**src/rtl/pipe_stage_reg.sv**
```systemverilog
// Two-entry pipeline stage register (main + skid) with a registered-only in_ready,
// synchronous flush and a saturating count of downstream bubble cycles.
module pipe_stage_reg #(
  parameter int unsigned             DATA_W   = 32,
  parameter int unsigned             CTRL_W   = 16,
  parameter logic [CTRL_W-1:0]       NOP_CTRL = '0,
  parameter int unsigned             CNT_W    = 16
) (
  input  logic              clk,
  input  logic              rst,
  input  logic              flush,
  input  logic              in_valid,
  output logic              in_ready,
  input  logic [DATA_W-1:0] in_data,
  input  logic [CTRL_W-1:0] in_ctrl,
  output logic              out_valid,
  input  logic              out_ready,
  output logic [DATA_W-1:0] out_data,
  output logic [CTRL_W-1:0] out_ctrl,
  output logic [1:0]        occupancy,
  output logic [CNT_W-1:0]  bubble_cnt
);

  // Encoding doubles as the entry count driven on occupancy.
  typedef enum logic [1:0] {
    S_EMPTY = 2'd0,
    S_ONE   = 2'd1,
    S_FULL  = 2'd2
  } state_e;

  localparam logic [CNT_W-1:0] CNT_MAX = '1;

  state_e              state_q, state_d;
  logic [DATA_W-1:0]   main_data_q, main_data_d;
  logic [CTRL_W-1:0]   main_ctrl_q, main_ctrl_d;
  logic [DATA_W-1:0]   skid_data_q, skid_data_d;
  logic [CTRL_W-1:0]   skid_ctrl_q, skid_ctrl_d;
  logic [CNT_W-1:0]    bubble_q, bubble_d;

  logic accept;
  logic pop;

  assign accept = in_valid & in_ready;
  assign pop    = out_valid & out_ready;

  always_ff @(posedge clk or posedge rst) begin
    if (rst) begin
      state_q <= S_EMPTY;
    end else begin
      state_q <= state_d;
    end
  end

  always_ff @(posedge clk or posedge rst) begin
    if (rst) begin
      main_data_q <= '0;
      main_ctrl_q <= '0;
      skid_data_q <= '0;
      skid_ctrl_q <= '0;
      bubble_q    <= '0;
    end else begin
      main_data_q <= main_data_d;
      main_ctrl_q <= main_ctrl_d;
      skid_data_q <= skid_data_d;
      skid_ctrl_q <= skid_ctrl_d;
      bubble_q    <= bubble_d;
    end
  end

  always_comb begin
    state_d     = state_q;
    main_data_d = main_data_q;
    main_ctrl_d = main_ctrl_q;
    skid_data_d = skid_data_q;
    skid_ctrl_d = skid_ctrl_q;

    unique case (state_q)
      S_EMPTY: begin
        if (accept) begin
          state_d     = S_ONE;
          main_data_d = in_data;
          main_ctrl_d = in_ctrl;
        end
      end
      S_ONE: begin
        if (accept && !pop) begin
          state_d     = S_FULL;
          skid_data_d = in_data;
          skid_ctrl_d = in_ctrl;
        end else if (!accept && pop) begin
          state_d = S_EMPTY;
        end else if (accept && pop) begin
          main_data_d = in_data;
          main_ctrl_d = in_ctrl;
        end
      end
      S_FULL: begin
        if (pop) begin
          state_d     = S_ONE;
          main_data_d = skid_data_q;
          main_ctrl_d = skid_ctrl_q;
        end
      end
      default: state_d = S_EMPTY;
    endcase

    // Flush only drops the entries; stale payload stays masked off the outputs.
    if (flush) begin
      state_d = S_EMPTY;
    end
  end

  always_comb begin
    bubble_d = bubble_q;
    if (!out_valid && out_ready && (bubble_q != CNT_MAX)) begin
      bubble_d = bubble_q + 1'b1;
    end
  end

  always_comb begin
    out_valid  = (state_q == S_ONE) || (state_q == S_FULL);
    in_ready   = (state_q != S_FULL);
    occupancy  = state_q;
    out_data   = out_valid ? main_data_q : '0;
    out_ctrl   = out_valid ? main_ctrl_q : NOP_CTRL;
    bubble_cnt = bubble_q;
  end

endmodule

```
**config.mk**
```make
export PLATFORM = sky130hd
export DESIGN_NAME = pipe_stage_reg
export DESIGN_NICKNAME = d
export VERILOG_FILES = /design/src/rtl/pipe_stage_reg.sv
export SDC_FILE = /design/constraint.sdc
export NUM_CORES = 1
export LEC_CHECK = 0
export CELL_PAD_IN_SITES_DETAIL_PLACEMENT = 1
export CELL_PAD_IN_SITES_GLOBAL_PLACEMENT = 1
export CORE_ASPECT_RATIO = 0.9
export CORE_MARGIN = 2
export CORE_UTILIZATION = 40
export DETAILED_ROUTE_END_ITERATION = 10
export PLACE_DENSITY = 0.76
export SYNTH_ARGS = -nofsm -noshare
export SYNTH_HDL_FRONTEND = slang
export SYNTH_SLANG_ARGS = --single-unit
```
**constraint.sdc**
```tcl
create_clock -name clk -period 4.13 [get_ports clk]
set_input_delay 0.826 -clock clk [delete_from_list [all_inputs] [get_ports clk]]
set_output_delay 0.826 -clock clk [all_outputs]
set_load 0.02 [all_outputs]
```
# Word level (Yosys, flattened, before mapping)
# Index checks and enable logic that the tools add are counted.
# W data, S select, Z words.
# op_classes
n_addsub	1
n_mul	0
div_mod_pow	0
n_lt_le_gt_ge	0
eq_ne	12
shift	0
n_mux	20
bitwise	2
reduce_logical	14
# op_table
cell	n
$mux W32	6
$mux W16	6
$pmux W32 S3	1
$pmux W16 S3	1
$add A16 B1 Y16 const B	1
$ne A16 B16 Y1 const B	1
$ne A2 B2 Y1 const B	6
$mux W2	5
$ne A3 B3 Y1 const B	2
$pmux W2 S3	1
$reduce_and A6 Y1	1
$logic_and A1 B1 Y1	5
$ne A4 B4 Y1 const B	1
$logic_not A1 Y1	3
$reduce_and A3 Y1	1
$reduce_bool A3 Y1	1
$and A1 B1 Y1	2
$eq A2 B1 Y1 const B	1
$eq A2 B2 Y1 const B	1
$logic_not A2 Y1	1
$reduce_and A2 Y1	1
$logic_or A1 B1 Y1	1
# word_totals
ff_bits	114
latchBits	0
mem_bits_rw	0
romBits	0
input_bits	53
out_inout_bits	68
wordCells	55
mem_count	0

# Depth between registers and ports, before layout
# Gate-level depths: netlist of the first run.
# logic_depth
ltp_word	8
ltp_mapped	8
ltp_nobuf	6

# Least setup slack after synthesis of the first run
# OpenSTA, ideal clock, no wires.
# synth_path
path_kind	reg-to-output
from	register state_q[0] (netlist: occupancy[0])
to	output port out_ctrl[0]
arrival_ns	1.820
required_ns	3.304
slack_ns	1.484
stages_incl_launch_ff	6
path_buffers	2
cell_sequence	dfrtp_1 -> inv_1 -> ha_1 -> clkbuf_1 -> clkbuf_1 -> and2_1
# synth_between
elab_chain_len	3
elab_cells_between_ends	4
classes_between	eq/ne: 2; mux: 1; reduce/logical: 1
# synth_lines
element	line_no	rtl
start, declared	33	state_e state_q, state_d;
start signal, assigned	50	state_q <= state_d;
$eq A2 B1 Y1 / $eq A2 B2 Y1 (equally long branches)	121	out_valid = (state_q == S_ONE) || (state_q == S_FULL);
$logic_or A1 B1 Y1 (*)	121	
net out_valid	16	output logic out_valid,
$mux W16 (*)	125	out_ctrl = out_valid ? main_ctrl_q : NOP_CTRL;
end, declared	19	output logic [CTRL_W-1:0] out_ctrl,
# The timed path passes the listed nets; every way through them passes the cells marked *.

# Worst setup path after layout of the first run
# layout_path
from	register state_q[1] (netlist: occupancy[1])
to	output port out_ctrl[6]
# layout_between
elab_chain_len	3
elab_cells_between_ends	4
classes_between	eq/ne: 2; mux: 1; reduce/logical: 1
# layout_lines
element	line_no
$eq A2 B1 Y1 / $eq A2 B2 Y1 (equally long branches)	121
$logic_or A1 B1 Y1 (*)	121
$mux W16 (*)	125
# Mark *: on every way between the ends. The rest lies on a longest branch, timed or not.

==> results of run 1 <==
-- final timing paths --
kind | start | endpoint | slack (ns) | cells past startpoint
setup / recovery | occupancy[1] | out_ctrl[6] | 0.75 | 5
hold / removal | skid_data_q[17] | skid_data_q[17] | 0.50 | 1
setup reg to reg | occupancy[1] | main_data_q[20] | 1.47 | 8
hold reg to reg | skid_data_q[17] | skid_data_q[17] | 0.50 | 1
max in group asynchronous | rst | main_data_q[30] | 2.43 | 3
min in group asynchronous | rst | main_ctrl_q[12] | 0.92 | 2
-- worst max-delay path, delay by kind of cell (launching register included) --
| family | cells | cell delay [ns] |
|---|---|---|
| adders and majority gates | 1 | 0.50 |
| buffers and inverters | 3 | 0.96 |
| DFF | 1 | 0.48 |
| and+or+nand+nor | 1 | 0.17 |
-- stage by stage --
| step | util, % | power [W] | area [µm²] |
|---|---|---|---|
| 6_report | 55.58 | 0.005522 | 7427 |
| 5_1_grt | 55.58 | 0.005860 | 7427 |
| 4_1_cts | 55.58 | 0.005574 | 7427 |
| 3_5_place_dp | 51.30 | 0.004143 | 6855 |
| 3_3_place_gp | 51.30 | 0.004040 | 6855 |
| 2_1_floorplan | - | 0.003260 | 5489 |
-- flip-flops by register name, indices dropped and copies added, names as in the netlist --
signal       flops
main_data_q     32
main_ctrl_q     16
skid_data_q     32
skid_ctrl_q     16
occupancy        2
bubble_cnt      16
-- cells in the mapped netlist (2+ instances only) --
cell / n / area [µm²]
dfrtp_1: 114 / 2853
xnor2_1: 3 / 26.28
nand2b_1: 2 / 12.51
mux2_2: 50 / 563.0
buf_2: 17 / 85.08
buf_4: 4 / 30.03
nor2_1: 4 / 15.01
nand3_1: 3 / 15.01
a21oi_1: 50 / 250.2
mux2i_1: 48 / 480.5
o21ai_0: 4 / 20.02
and2_1: 48 / 300.3
inv_1: 6 / 22.52
nor4b_1: 2 / 17.52
clkbuf_1: 14 / 52.55
nor4_1: 2 / 12.51
xor2_1: 10 / 87.58
ha_1: 7 / 87.58
nand2_1: 6 / 22.52
nor3_1: 5 / 25.02
nand4_1: 4 / 25.02
a31oi_1: 48 / 300.3
-- routing by layer --
layer / global-route usage [%] / part of all wire [%] / up-vias / wire length [µm]
met5: 0 / 0 / - / 0
met4: 6.813 / 1.4 / 0 / 195
met3: 5.956 / 5.2 / 15 / 713
met2: 31.19 / 47 / 99 / 6454
met1: 26.06 / 46 / 2091 / 6350
li1: - / - / 1927 / -
-- power by group --
part | internal (W) | leakage [nW] | switching [W] | total, W
clock network | 0.000919 | 0.284 | 0.000491 | 0.00141
registers | 0.00164 | 1.33 | 0.000342 | 0.00198
logic | 0.00105 | 1.29 | 0.00108 | 0.00213
total | 0.00361 | 2.90 | 0.00191 | 0.00552
-- final cells by class --
cell class | count | area (µm²) | share of cell area (%)
Multi-Input combinational cell | 315 | 2489 | 33.51
Clock inverter | 4 | 45.04 | 0.6065
Clock buffer | 28 | 526.8 | 7.092
Sequential cell | 114 | 2853 | 38.41
Inverter | 6 | 25.02 | 0.3369
Timing Repair Buffer | 127 | 1279 | 17.22
Tap cell | 168 | 210.2 | 2.830
-- logic make-up after synthesis --
| group | Yosys count | share of synthesized area, % |
|---|---|---|
| flip-flops | 114 | 51.97 |
| AO/OA/AOI/OAI | 108 | 11.37 |
| multiplexers | 98 | 19.01 |
| AND/OR/NAND/NOR | 89 | 10.51 |
| buffers and inverters | 41 | 3.465 |
| XOR/XNOR | 13 | 2.074 |
| adder cells (fa/ha/maj) | 7 | 1.596 |
==> key figures, run 1 <==
Outcome
  • Outcome: complete, no violations

Placement
  • Dpl hpwl: 8876 µm
  • Number of port buffers: 120
  • Dpl ws: 1.151 ns
  • GP Congestion: 0.7779
  • Placed Instances: 730

Setup path
  • Setup CP Type: reg2out
  • Critical path endpoint category: output pin
  • Slowest cell on crit path: clkdlybuf4s50_1
  • CP Data Arrival Time: 2.56 ns
  • Required time worst endpoint: 3.30 ns
  • Startpoint types: flip-flop
  • Crit-path cells: inv_1 -> ha_1 -> buf_12 -> and2_1 -> clkdlybuf4s50_1
  • Largest stage delay, worst path: 0.61 ns
  • CP Max Fanout: 40

Timing
  • Max-slew violations: 0
  • Final hold viol count: 0
  • Final setup fails: 0
  • Slew HR: 38.06%
  • Setup tns final: 0 ns
  • Final setup margin: 0.7463 ns
  • Final worst path period share: 81.93%
  • Tightest Pin Transition: 0.9291 ns
  • Clock Skew: 0.01336 ns
  • Peak Freq: 0.2955 GHz
  • Hold_ws: 0.5026 ns
  • Unrepaired setup endpoints after global routing: no
  • Min cycle time layout: 3.384 ns

Routing
  • Total vias in the final route: 4132
  • Antenna Nets Post-Route: 0
  • First DRT Iteration DRCs: 159
  • Average wire per standard cell: 18.00 µm
  • Total routed wirelength: 13710 µm
  • Detailed Routing Iterations Pass 1: 6
  • DRC errors left: 0
  • Via/cell ratio: 5.423

Synth
  • Synth Register Bits: 114
  • Top_reg_cell synth: dfrtp_1
  • Post-synth EDFFs: 0
  • Async SR Flop Fraction: 100.0%
  • Distinct cells, synth: 41
  • Register area share after synthesis: 51.97%
  • Syn Std Cell Area: 5489 µm²
  • YS warnings: 0
  • Syn Inst Count: 470
  • Synth Net Count: 530
  • Mean Syn Cell Area: 11.68 µm²

Floorplan
  • Die ar.: 14680 µm²
  • Rows: 40
  • Ports: 121
  • Initial Util: 41.08%
  • Width of the die: 127.5 µm
  • Core region area: 13360 µm²
  • Die Ht: 115.1 µm

CTS
  • Clock root buffer: clkbuf_16
  • TritonCTS Sinks: 114
  • Post-CTS setup buffer count: 0
  • Clock transition at the registers of the reported paths: 0.05 ns
  • CTS Buffer Depth: 2
  • Hold bufs inserted after CTS: 0
  • CTS buffer count: 17
  • Clk Latency, worst-skew pair: 0.43 ns
  • Htree depth: 4
  • CTS tree: built
  • Resized cells post-CTS: 0

Min path
  • Worst hold path class: reg2reg

GRT
  • Global-route wire length before repair: 22480 µm
  • Via count of the first global-routing pass: 4305
  • GRT Overall Usage: 19.74%
  • Largest net degree at the start of global routing: 62
  • Initial antenna violation count: 0
  • Total gr overflow: 0

Layout
  • Final nets: 641
  • Filler instances: 1393
  • Area delta synth->final: 35.31%
  • Most frequent cells in the layout: 120 x clkdlybuf4s50_1, 114 x dfrtp_1, 50 x mux2_2, 50 x a21oi_1
  • ANT cells: 0
  • Fin cells: 762
  • Layout cells sized above 1: 15.99%
  • Leading cell type in the layout, fill and taps excluded: clkdlybuf4s50_1

Power and ir drop
  • Power density over the cells: 743.5 nW/µm²
  • Worst VDD drop: 0.3874 mV
  • Static Leak: 2.899 nW

Job
  • Max cap viols: 0
No activity file was read; power rests on OpenSTA's default activity.
==> inputs of run 2 (changes only) <==
Clock period 4.13 ns to 3.15 ns, I/O delays scaled along.
==> key figures, run 2 (same netlist as run 1, synthesis figures left out) <==
Timing
  • Min cycle time layout: 3.065 ns
  • Peak Freq: 0.3263 GHz
  • Unrepaired setup endpoints after global routing: yes
  • Clock Skew: 0.005351 ns
  • Setup tns final: 0 ns
  • Slew HR: 56.49%
  • Final hold viol count: 0
  • Final setup fails: 0
  • Final worst path period share: 97.29%
  • Max-slew violations: 0
  • Tightest Pin Transition: 0.6512 ns

CTS
  • CTS Buffer Depth: 2
  • CTS buffer count: 17
  • Resized cells post-CTS: 0
  • CTS tree: built
  • Post-CTS setup buffer count: 0
  • Htree depth: 4
  • Clk Latency, worst-skew pair: 0.41 ns
  • Clock root buffer: clkbuf_16
  • TritonCTS Sinks: 114
  • Clock transition at the registers of the reported paths: 0.05 ns
  • Hold bufs inserted after CTS: 0

Power and ir drop
  • Sequential Power Share: 35.7%
  • Worst VDD drop: 0.4194 mV
  • Static Leak: 2.929 nW
  • P_int: 0.004744 W
  • Logic pwr share: 39.1%
  • Power density over the cells: 971.6 nW/µm²
  • Psw: 0.002535 W
  • Switching share of power: 34.82%
  • Clock power share: 25.2%

Setup path
  • Buf/Inv on CP: 3
  • Required time worst endpoint: 2.52 ns
  • CP Max Fanout: 27
  • Critical path endpoint category: output pin
  • Slowest cell on crit path: clkdlybuf4s50_1
  • Crit-path cells: inv_1 -> ha_1 -> buf_4 -> and2_1 -> clkdlybuf4s50_1
  • Largest stage delay, worst path: 0.61 ns
  • Family with the most delay on the worst path: buffers and inverters
  • Setup CP Type: reg2out
  • CP Data Arrival Time: 2.43 ns
  • Startpoint types: flip-flop

Floorplan
  • Width of the die: 127.5 µm
  • Core region area: 13360 µm²
  • Die ar.: 14680 µm²
  • Die Ht: 115.1 µm
  • Initial Util: 41.08%
  • Ports: 121
  • Rows: 40

Routing
  • Via/cell ratio: 5.336
  • Total routed wirelength: 14430 µm
  • Detailed Routing Iterations Pass 1: 4
  • DRC errors left: 0
  • Average wire per standard cell: 18.89 µm
  • Total vias in the final route: 4077
  • Antenna Nets Post-Route: 0
  • First DRT Iteration DRCs: 239

GRT
  • Initial antenna violation count: 0
  • Global-route wire length before repair: 24030 µm
  • Via count of the first global-routing pass: 4578
  • Total gr overflow: 0
  • GRT Overall Usage: 21.13%
  • Largest net degree at the start of global routing: 61

Layout
  • ANT cells: 0
  • Most frequent cells in the layout: 120 x clkdlybuf4s50_1, 113 x dfrtp_1, 50 x mux2_2, 50 x a21oi_1
  • Area delta synth->final: 36.47%
  • Final nets: 645
  • Layout cells sized above 1: 16.95%
  • Final instance area: 7491 µm²
  • Leading cell type in the layout, fill and taps excluded: clkdlybuf4s50_1
  • Top Registers: main_data_q (32), skid_data_q (32)
  • Fin cells: 764

Placement
  • Dpl hpwl: 9291 µm
  • Placed Instances: 734
  • Number of port buffers: 120
  • GP Congestion: 0.7663
  • Placed Area: 6924 µm²

Job
  • Max cap viols: 0

Min path
  • Worst hold path class: reg2reg

Outcome
  • Outcome: complete, no violations
run 2: metal layers:
metal	GRT usage [%]	part of all wire, %	vias up
met5	0	0	-
met4	5.934	1.1	0
met3	6.840	5.3	14
met2	35.47	49	98
met1	26.42	44	2041
li1	-	-	1924
run 2: worst paths after layout:
| path | to | depth (start not counted) | from | slack [ns] |
|---|---|---|---|---|
| setup reg to reg | bubble_cnt[13] | 7 | occupancy[0] | 0.66 |
| hold reg to reg | bubble_cnt[15] | 1 | bubble_cnt[15] | 0.51 |
| setup / recovery | out_data[18] | 5 | occupancy[0] | 0.09 |
| hold / removal | bubble_cnt[15] | 1 | bubble_cnt[15] | 0.51 |
| max in group asynchronous | occupancy[1] | 3 | rst | 1.83 |
| min in group asynchronous | skid_ctrl_q[12] | 2 | rst | 0.66 |
run 2: layout make-up:
type | instances | area [µm²]
clock inverter | 5 | 50.05
sequential | 114 | 2854
fill | 1389 | 5872
multi-input combinational | 315 | 2489
tap | 168 | 210.2
clock buffer | 25 | 515.5
inverter | 6 | 26.28
timing repair buffer | 131 | 1346
run 2: stage by stage:
stage | power, W | hold slack, ns | worst slack [ns] | util, %
6_report | 0.007278 | 0.5054 | 0.08541 | 56.06
4_1_cts | 0.007354 | 0.4966 | 0.009647 | 56.05
5_1_grt | 0.007742 | 0.5215 | -0.02644 | 56.06
3_3_place_gp | 0.005319 | 0.4890 | 0.6197 | 51.82
2_1_floorplan | 0.004275 | 0.4791 | 0.7000 | -
3_5_place_dp | 0.005460 | 0.4907 | 0.5097 | 51.82
run 2: power groups by stage:
stage	Sequential (W)	Combinational [W]	Clock, W
3_3_place_gp	0.00256	0.00276	0
4_1_cts	0.00260	0.00289	0.00186
5_1_grt	0.00270	0.00311	0.00194
2_1_floorplan	0.00253	0.00175	0
3_5_place_dp	0.00261	0.00285	0
6_report	0.00260	0.00285	0.00183
==> inputs of run 3 (changes only) <==
Settings changed: CAP_MARGIN set to 25, CORE_UTILIZATION 40 to 28, PLACE_DENSITY 0.76 to 0.56.
==> key figures, run 3 (same netlist as run 1, synthesis figures left out) <==
GRT
  • Global-route wire length before repair: 23990 µm
  • GRT Overall Usage: 15.44%
  • Total gr overflow: 0
  • Via count of the first global-routing pass: 4462
  • Largest net degree at the start of global routing: 115
  • Initial antenna violation count: 0

Timing
  • Tightest Pin Transition: 0.7142 ns
  • Peak Freq: 0.3281 GHz
  • Clock Skew: 0.005701 ns
  • Max-slew violations: 0
  • Final hold viol count: 0
  • Hold_ws: 0.5041 ns
  • Final worst path period share: 96.75%
  • Min cycle time layout: 3.048 ns
  • Unrepaired setup endpoints after global routing: no
  • Final setup fails: 0
  • Slew HR: 52.39%

Power and ir drop
  • Logic pwr share: 37.7%
  • Switching share of power: 34.62%
  • P_int: 0.004967 W
  • Worst VDD drop: 0.3510 mV
  • Psw: 0.002630 W
  • Static Leak: 2.947 nW
  • Sequential Power Share: 33.8%
  • Clock power share: 28.5%
  • Power density over the cells: 989.7 nW/µm²

Floorplan
  • Ports: 121
  • Rows: 48
  • Die ar.: 20740 µm²
  • Initial Util: 28.56%
  • Width of the die: 151.6 µm
  • Die Ht: 136.8 µm
  • Core region area: 19220 µm²

Min path
  • Hold path cells: 1
  • Worst hold path class: reg2reg
  • Hold EP: skid_data_q[13]
  • Hold_sp: skid_data_q[13]

Setup path
  • CP Max Fanout: 19
  • Setup CP Type: reg2out
  • Crit-path cells: inv_1 -> ha_1 -> buf_6 -> and2_1 -> clkdlybuf4s50_1
  • Largest stage delay, worst path: 0.63 ns
  • Startpoint types: flip-flop
  • Worst R2R End: bubble_cnt[15]
  • Slowest cell on crit path: clkdlybuf4s50_1
  • R2R cell count: 7
  • Critical path endpoint category: output pin
  • Buf/Inv on CP: 3
  • Family with the most delay on the worst path: buffers and inverters
  • R2r startpoint: occupancy[0]
  • CP Data Arrival Time: 2.42 ns
  • Required time worst endpoint: 2.52 ns
  • Reg-to-reg setup timing slack: 0.74 ns

Placement
  • Placed Instances: 815
  • GP Congestion: 0.7450
  • Number of port buffers: 120
  • Dpl hpwl: 9601 µm

CTS
  • Post-CTS setup buffer count: 0
  • CTS buffer count: 17
  • CTS Buffer Depth: 2
  • Clock transition at the registers of the reported paths: 0.06 ns
  • Clock root buffer: clkbuf_16
  • Htree depth: 4
  • Clk Latency, worst-skew pair: 0.42 ns
  • TritonCTS Sinks: 114
  • CTS tree: built

Layout
  • ANT cells: 0
  • Fin cells: 847
  • Filler instances: 2028
  • Most frequent cells in the layout: 120 x clkdlybuf4s50_1, 112 x dfrtp_1, 50 x mux2_2, 50 x a21oi_1
  • Leading cell type in the layout, fill and taps excluded: clkdlybuf4s50_1
  • Util after Layout: 39.94%
  • Top Registers: main_data_q (32), skid_data_q (32)
  • Layout cells sized above 1: 17.59%
  • Area delta synth->final: 39.84%
  • Final nets: 644

Routing
  • DRC errors left: 0
  • Detailed Routing Iterations Pass 1: 4
  • First DRT Iteration DRCs: 198
  • Antenna Nets Post-Route: 0
  • Average wire per standard cell: 17.61 µm
  • Via/cell ratio: 4.869
  • Total routed wirelength: 14910 µm
  • Total vias in the final route: 4124

Outcome
  • Outcome: complete, no violations

Job
  • Max cap viols: 0
run 3: cell types whose count changed in the layout (fill, tap and decap cells not counted), sizes merged:
cell / change
clkbuf: -8
bufinv: +4
clkinvlp: +3
inv: +3
buf: -1
run 3: repair_timing:
item	4_1_cts	5_1_grt
hold buffers	0	0
endpoints found under the setup margin	8	48
resized for setup	0	5
run 3: stage by stage:
stage	total power, W	instance area, µm²	TNS, ns	worst slack [ns]
6_report	0.007597	7676	0	0.1024
5_1_grt	0.008086	7676	0	0.002620
4_1_cts	0.007703	7662	-0.1488	-0.04312
3_5_place_dp	0.005480	7007	0	0.4229
3_3_place_gp	0.005380	7007	0	0.4484
2_1_floorplan	0.004275	5493	0	0.7000
run 3: power by group through the flow:
stage | logic, W | clock network, W | registers, W
finish | 0.00286 | 0.00217 | 0.00257
detailed placement | 0.00289 | 0 | 0.00259
global route | 0.00312 | 0.00230 | 0.00267
CTS | 0.00290 | 0.00223 | 0.00258
floorplan | 0.00175 | 0 | 0.00253
global placement | 0.00283 | 0 | 0.00255
run 3: worst max-delay path by stage:
stage                 startpoint            to  slack [ns]  cells after the start
floorplan           occupancy[0]   out_ctrl[0]        0.70                      5
global placement    occupancy[0]  out_data[16]        0.45                      5
detailed placement  occupancy[1]  out_data[16]        0.42                      5
CTS                 occupancy[0]  out_data[16]       -0.04                      5
global route        occupancy[0]  out_data[25]       0.003                      5
finish              occupancy[0]  out_data[25]        0.10                      5
run 3: area by class of cell:
cell class	instances	area [µm²]	area share [%]
Clock buffer	17	425.4	5.542
Clock inverter	15	230.2	2.999
Inverter	6	26.28	0.3423
Multi-Input combinational cell	315	2489	32.42
Sequential cell	114	2855	37.20
Tap cell	250	312.8	4.075
Timing Repair Buffer	130	1338	17.42
run 3: per-layer routing:
metal,part of all wire [%],track usage (%),vias up
met5,0,0,-
met4,2.5,6.842,0
met3,4.1,4.300,25
met2,49,24.74,85
met1,45,19.50,2074
li1,-,-,1940
